===== src/rtl/pe_tile_sequencer.sv =====
// pe_tile_sequencer: control sequencer that runs one tile through the systolic array.
// A tile goes through four phases: weight load, settle, activation streaming, then pipeline drain.
//   clk, rst_n          : clock, asynchronous active-low reset
//   start, tile_len     : tile start pulse and activation beat count (sampled in IDLE)
//   cfg_we/sel/addr     : outlier mux configuration write (IDLE only)
//   wt_valid_*/wt_data_*: per-lane candidate weight banks, index 0 has highest priority
//   act_valid/act_ready : activation handshake (ready only in COMPUTE)
//   wt_out_*, wt_out_valid, load_weight_en : registered weight path to the array
//   outlier_sel/addr    : outlier mux configuration registers
//   out_valid, out_cnt  : aligned post-process valid and its per-tile beat count
//   pingpang, busy, tile_done : write-back bank select, activity flag, completion pulse
module pe_tile_sequencer #(
    parameter int unsigned ROWS     = 32,
    parameter int unsigned POST_LAT = 3,
    parameter int unsigned NUM_SRC  = 2,
    parameter int unsigned BANK_W   = 64,
    parameter int unsigned NUM_MUX  = 4
) (
    input  logic                    clk,
    input  logic                    rst_n,
    input  logic                    start,
    input  logic [15:0]             tile_len,
    input  logic                    cfg_we,
    input  logic [NUM_MUX-1:0]      cfg_sel,
    input  logic [6*NUM_MUX-1:0]    cfg_addr,
    input  logic [NUM_SRC-1:0]      wt_valid_a,
    input  logic [NUM_SRC*BANK_W-1:0] wt_data_a,
    input  logic [NUM_SRC-1:0]      wt_valid_b,
    input  logic [NUM_SRC*BANK_W-1:0] wt_data_b,
    input  logic                    act_valid,
    output logic                    act_ready,
    output logic [BANK_W-1:0]       wt_out_a,
    output logic [BANK_W-1:0]       wt_out_b,
    output logic                    wt_out_valid,
    output logic                    load_weight_en,
    output logic [NUM_MUX-1:0]      outlier_sel,
    output logic [6*NUM_MUX-1:0]    outlier_addr,
    output logic                    out_valid,
    output logic [15:0]             out_cnt,
    output logic                    pingpang,
    output logic                    busy,
    output logic                    tile_done
);

    localparam int unsigned CNT_W = 16;
    localparam int unsigned DL_W  = ROWS + POST_LAT;

    typedef enum logic [2:0] {
        S_IDLE    = 3'd0,
        S_LOAD    = 3'd1,
        S_SETTLE  = 3'd2,
        S_COMPUTE = 3'd3,
        S_DRAIN   = 3'd4
    } state_t;

    state_t             state;
    state_t             next_state;
    logic [CNT_W-1:0]   beat_cnt;
    logic [CNT_W-1:0]   tile_len_q;
    logic               settle_cnt;
    logic [DL_W-1:0]    dl_q;
    logic [BANK_W-1:0]  sel_a_c;
    logic [BANK_W-1:0]  sel_b_c;
    logic               start_c;
    logic               cfg_wr_c;
    logic               wt_accept_c;
    logic               act_accept_c;
    logic               drain_done_c;

    // Priority select: scanning from the top down lets the lowest set index win.
    always_comb begin
        sel_a_c = '0;
        sel_b_c = '0;
        for (int i = int'(NUM_SRC) - 1; i >= 0; i--) begin
            if (wt_valid_a[i]) sel_a_c = wt_data_a[i*BANK_W +: BANK_W];
            if (wt_valid_b[i]) sel_b_c = wt_data_b[i*BANK_W +: BANK_W];
        end
    end

    // State register
    always_ff @(posedge clk or negedge rst_n) begin
        if (!rst_n) state <= S_IDLE;
        else        state <= next_state;
    end

    // Next-state and per-cycle control strobes
    always_comb begin
        next_state   = state;
        start_c      = 1'b0;
        cfg_wr_c     = 1'b0;
        wt_accept_c  = 1'b0;
        act_accept_c = 1'b0;
        drain_done_c = 1'b0;
        case (state)
            S_IDLE: begin
                cfg_wr_c = cfg_we;
                if (start) begin
                    start_c    = 1'b1;
                    next_state = S_LOAD;
                end
            end
            S_LOAD: begin
                // Leave once the counter holds ROWS; no further beats are taken then.
                if (beat_cnt == CNT_W'(ROWS)) next_state = S_SETTLE;
                else                          wt_accept_c = |wt_valid_a;
            end
            S_SETTLE: begin
                if (settle_cnt) next_state = (tile_len_q == '0) ? S_DRAIN : S_COMPUTE;
            end
            S_COMPUTE: begin
                act_accept_c = act_valid & act_ready;
                if (act_accept_c && (beat_cnt + CNT_W'(1)) == tile_len_q) next_state = S_DRAIN;
            end
            S_DRAIN: begin
                if (dl_q == '0) begin
                    drain_done_c = 1'b1;
                    next_state   = S_IDLE;
                end
            end
            default: next_state = S_IDLE;
        endcase
    end

    // Datapath, counters and registered outputs
    always_ff @(posedge clk or negedge rst_n) begin
        if (!rst_n) begin
            beat_cnt       <= '0;
            tile_len_q     <= '0;
            settle_cnt     <= 1'b0;
            dl_q           <= '0;
            act_ready      <= 1'b0;
            wt_out_a       <= '0;
            wt_out_b       <= '0;
            wt_out_valid   <= 1'b0;
            load_weight_en <= 1'b0;
            outlier_sel    <= '0;
            outlier_addr   <= '0;
            out_cnt        <= '0;
            pingpang       <= 1'b0;
            busy           <= 1'b0;
            tile_done      <= 1'b0;
        end else begin
            if (start_c) tile_len_q <= tile_len;

            if (start_c || (state == S_LOAD && next_state == S_SETTLE)) beat_cnt <= '0;
            else if (wt_accept_c || act_accept_c)                       beat_cnt <= beat_cnt + CNT_W'(1);

            settle_cnt <= (state == S_SETTLE) ? ~settle_cnt : 1'b0;

            if (cfg_wr_c) begin
                outlier_sel  <= cfg_sel;
                outlier_addr <= cfg_addr;
            end

            if (wt_accept_c) begin
                wt_out_a <= sel_a_c;
                wt_out_b <= sel_b_c;
            end
            wt_out_valid   <= wt_accept_c;
            load_weight_en <= wt_out_valid;

            // Shifting weights invalidates anything in flight through the array.
            if (load_weight_en) dl_q <= '0;
            else                dl_q <= {dl_q[DL_W-2:0], act_accept_c};

            if (start_c)                           out_cnt <= '0;
            else if (out_valid && out_cnt != '1)   out_cnt <= out_cnt + CNT_W'(1);

            act_ready <= (next_state == S_COMPUTE);
            busy      <= (next_state != S_IDLE);
            tile_done <= drain_done_c;
            if (drain_done_c) pingpang <= ~pingpang;
        end
    end

    assign out_valid = dl_q[DL_W-1];

endmodule

===== config.mk =====
export PLATFORM = sky130hd
export DESIGN_NAME = pe_tile_sequencer
export DESIGN_NICKNAME = d
export VERILOG_FILES = /design/src/rtl/pe_tile_sequencer.sv
export SDC_FILE = /design/constraint.sdc
export NUM_CORES = 1
export LEC_CHECK = 0
export ABC_AREA = 1
export CORE_AREA = 2 2 189 191
export CTS_CLUSTER_DIAMETER = 80
export CTS_CLUSTER_SIZE = 25
export DETAILED_ROUTE_END_ITERATION = 7
export DIE_AREA = 0 0 191 193
export DONT_BUFFER_PORTS = 1
export GPL_TIMING_DRIVEN = 0
export PLACE_DENSITY_LB_ADDON = 0.15
export SETUP_SLACK_MARGIN = 0.4
export SLEW_MARGIN = 30
export SYNTH_ARGS = -nofsm -noshare
export SYNTH_HDL_FRONTEND = slang
export SYNTH_SLANG_ARGS = --single-unit

===== constraint.sdc =====
create_clock -name clk -period 2.9 [get_ports clk]
set_clock_uncertainty 0.15 [all_clocks]
set_input_delay 0.58 -clock clk [delete_from_list [all_inputs] [get_ports clk]]
set_output_delay 0.58 -clock clk [all_outputs]
set_load 0.03 [all_outputs]

==> key figures <==
Critical path
  • Data arrival, critical path: 2.60 ns
  • Chain of cells forming the critical path: ha_2 -> nand2_2 -> nor2_4 -> buf_4 -> buf_4 -> nand4_1 -> nand3_1 -> nand2_1 -> nor2_1 -> nand2_1 -> nor2_2 -> nand3_1 -> nand2_2 -> o21ai_0
  • CP Launch Type: flip-flop
  • Maximum single-stage delay on the critical path: 0.43 ns
  • Slowest cell on the critical path: sky130_fd_sc_hd__dfrtp_2
  • Sum of buffers and inverters on the critical path: 2
  • Setup Crit Path Kind: flip-flop to flip-flop
  • Data required, critical path: 3.12 ns
  • CP delay by family, top: simple AND/OR/NAND/NOR gates
  • Critical-path maximum fanout: 5
  • Crit end category: flip-flop

Min path
  • Hold Crit Class: primary input to async pin

Yosys
  • Number of instances in the synthesized netlist: 1336
  • Async SR Flop Fraction: 100%
  • Dominant cell by count in the synthesized netlist: sky130_fd_sc_hd__nand3_1
  • Number of synthesized flops with an enable pin: 0
  • Leading post-synthesis cells by instance count: sky130_fd_sc_hd__nand3_1, sky130_fd_sc_hd__nand2_1, sky130_fd_sc_hd__dfrtp_1
  • Netlist cell types: 36
  • Yosys top cell area share: 52.8%
  • Synth Flop Type: sky130_fd_sc_hd__dfrtp_1
  • Average instance area after synthesis: 8.84 µm²
  • Ranking of synthesized cells by area: sky130_fd_sc_hd__dfrtp_1, sky130_fd_sc_hd__nand3_1, sky130_fd_sc_hd__o21a_1
  • Number of synthesized register bits: 249
  • Leading area contributor after synthesis: sky130_fd_sc_hd__dfrtp_1
  • Synth warn: 0
  • Sequential share of the synthesized area: 52.8%
  • Post-Syn Area: 11800 µm²
  • Syn Nets: 1648

Timing
  • Hold Violations, Final: 249
  • Crit path time final: 2.38 ns
  • Transition time of the tightest slew-check pin: 0.860 ns
  • Setup TNS: 0 ns
  • Minimum setup slack in the final design: 0.524 ns
  • Minimum hold slack: -0.390 ns
  • Maximum frequency from static timing analysis: 421 MHz
  • Final-report max-slew violation count: 0
  • Setup repair after global routing missed its margin: false
  • Worst max-slew margin expressed relative to the limit: 42.6%
  • Fraction of the cycle the final worst path needs: 81.9%
  • Endpoints failing setup: 0

Global routing
  • Maximum number of pins on one net before global-route repair: 250
  • First-pass GRT wire length: 58600 µm
  • Initial antenna violation count: 2
  • Number of global-route vias before repair: 9449
  • Overall routing resource usage: 20.8%
  • Aggregate global routing overflow: 0

Clocking
  • Bufs on Longest Clock Path: 3
  • Clock sink count: 249
  • Clock tree from TritonCTS: yes
  • Clock latency on the worst-skew pair: 0.51 ns
  • Inserted Clock Buffers: 18
  • H-tree depth: 1
  • Worst-path clk slew: 0.10 ns
  • Clock root cell: sky130_fd_sc_hd__clkbuf_16

Die
  • Ports: 488
  • Die area: 36900 µm²
  • Placeable core region: 35000 µm²
  • Die Width: 191 µm
  • Height of the die: 193 µm
  • Standard-cell row count: 69
  • Starting Density: 33.8%

Detailed routing
  • First DRT Iteration DRCs: 577
  • Total vias in the final route: 9824
  • Routed WL: 40000 µm
  • Vias per cell: 5.34
  • Total DRC errors in the routed layout: 0
  • Post-route ant nets: 0
  • Average routed wire per standard cell: 21.8 µm
  • First-pass detailed-route iteration total: 5

Placement
  • Gp weighted congestion: 0.917
  • Dpl ws: 0.0605 ns
  • Port Buffers: 0
  • Detailed placer's ending HPWL: 31200 µm

Final layout
  • Layout area overhead: 12.2%
  • Area used by multi-input combinational logic: 4920 µm²
  • Final net count: 1678
  • Share of final-layout standard cells stronger than drive strength 1: 11.0%
  • Fill cell count: 3620
  • Combined flip-flop and latch cell area: 6230 µm²

Pwr
  • Max VDD drop: 425 µV
  • Static power due to leakage: 5.76 nW
  • Power per unit of standard cell area: 1140 nW/µm²

Run status
  • Result of the run: finished, violations left
  • Violated checks: hold timing

Run
  • Maximum Capacitance Violations: 0
==> path summary, 6_finish.rpt <==
kind / to / cells past startpoint / slack (ns) / startpoint
max: act_ready / 14 / 0.52 / beat_cnt[0]
min: beat_cnt[3] / 0 / -0.39 / rst_n
max in group asynchronous: beat_cnt[9] / 0 / 2.27 / rst_n
min in group clk: tile_len_q[13] / 2 / 0.03 / tile_len[13]
max reg2reg: act_ready / 14 / 0.52 / beat_cnt[0]
min reg2reg: dl_q[7] / 2 / 0.31 / dl_q[6]
==> per-layer routing <==
metal  GRT usage [%]  vias up  share of wire, %
met1            27.6     4850                42
li1                -     4564                 -
met5               0        -             0.040
met4            6.17        2               2.9
met3            3.87       60               6.2
met2            34.9      348                49
==> flip-flops by register name, indices dropped and copies added, names as in the netlist <==
register,cells
tile_len_q,16
pingpang,1
outlier_addr,24
tile_done,1
out_cnt,16
load_weight_en,1
beat_cnt,16
outlier_sel,4
state,3
wt_out_a,64
wt_out_b,64
dl_q,35
busy,1
act_ready,1
settle_cnt,1
wt_out_valid,1
==> repair_timing <==
action,CTS,global route
endpoints found under the hold margin,249,249
setup buffers,0,10
pin swaps,0,5
gates cloned,0,0
gates resized for setup,7,46
setup endpoints to repair,136,152
==> cell type report <==
cell class,instances,share of cell area (%)
sequential,249,47.0
multi-input combinational,903,37.1
tap,461,4.35
clock buffer,19,3.59
buffer,81,3.01
inverter,103,2.94
clock inverter,11,1.36
timing repair buffer,10,0.567
antenna,1,0.0189
==> metrics by stage <==
step	instance area (µm²)	hold WS (ns)	cells	power (mW)	utilization, %
after floorplan	11800	0.134	1336	10.6	-
after global placement	12400	0.147	1797	12.2	35.4
after detailed placement	12400	0.149	1797	12.3	35.4
after CTS	13100	-0.419	1827	15.2	37.3
after global routing	13300	-0.429	1838	16.0	37.9
final	13300	-0.390	1838	15.1	37.9
==> placed cells by master, fill, tap and decap left out, drive strengths merged <==
master,netlist,routed
diode,0,1
bufinv,0,1
and3,1,1
nand3,308,308
xor2,2,2
o21bai,1,1
dfrtp,249,249
clkinv,0,7
nor3b,1,1
clkbuf,54,73
o21ai,36,36
o211ai,1,1
nor2,75,75
o221a,1,1
or2,1,1
a31oi,1,1
o22ai,5,5
a21oi,12,12
nand2,253,253
nor3,10,10
buf,27,37
mux2,28,28
o21a,128,128
inv,103,106
nor4,11,11
xor3,1,1
nand4,22,22
ha,3,3
a211oi,2,2
==> power breakdown <==
group,total [mW],internal (mW),switching [mW],leakage (nW)
Combinational,3.83,1.68,2.16,2.37
Sequential,8.46,4.75,3.71,3.08
Clock,2.83,1.38,1.46,0.314
Total,15.1,7.80,7.33,5.76
==> cells by family (layout without fill, tap and decap cells) <==
family                     Yosys count  count (layout)  synth area share (%)
other                                0               1                     0
buffers and inverters              184             224                  6.26
and+or+nand+nor                    682             682                  26.3
muxes                               28              28                  2.67
AOI/OAI and AO/OA                  187             187                  11.3
adders and majority gates            3               3                 0.318
DFF                                249             249                  52.8
xor gates and xnor gates             3               3                 0.350
No activity file was read; power rests on OpenSTA's default activity.
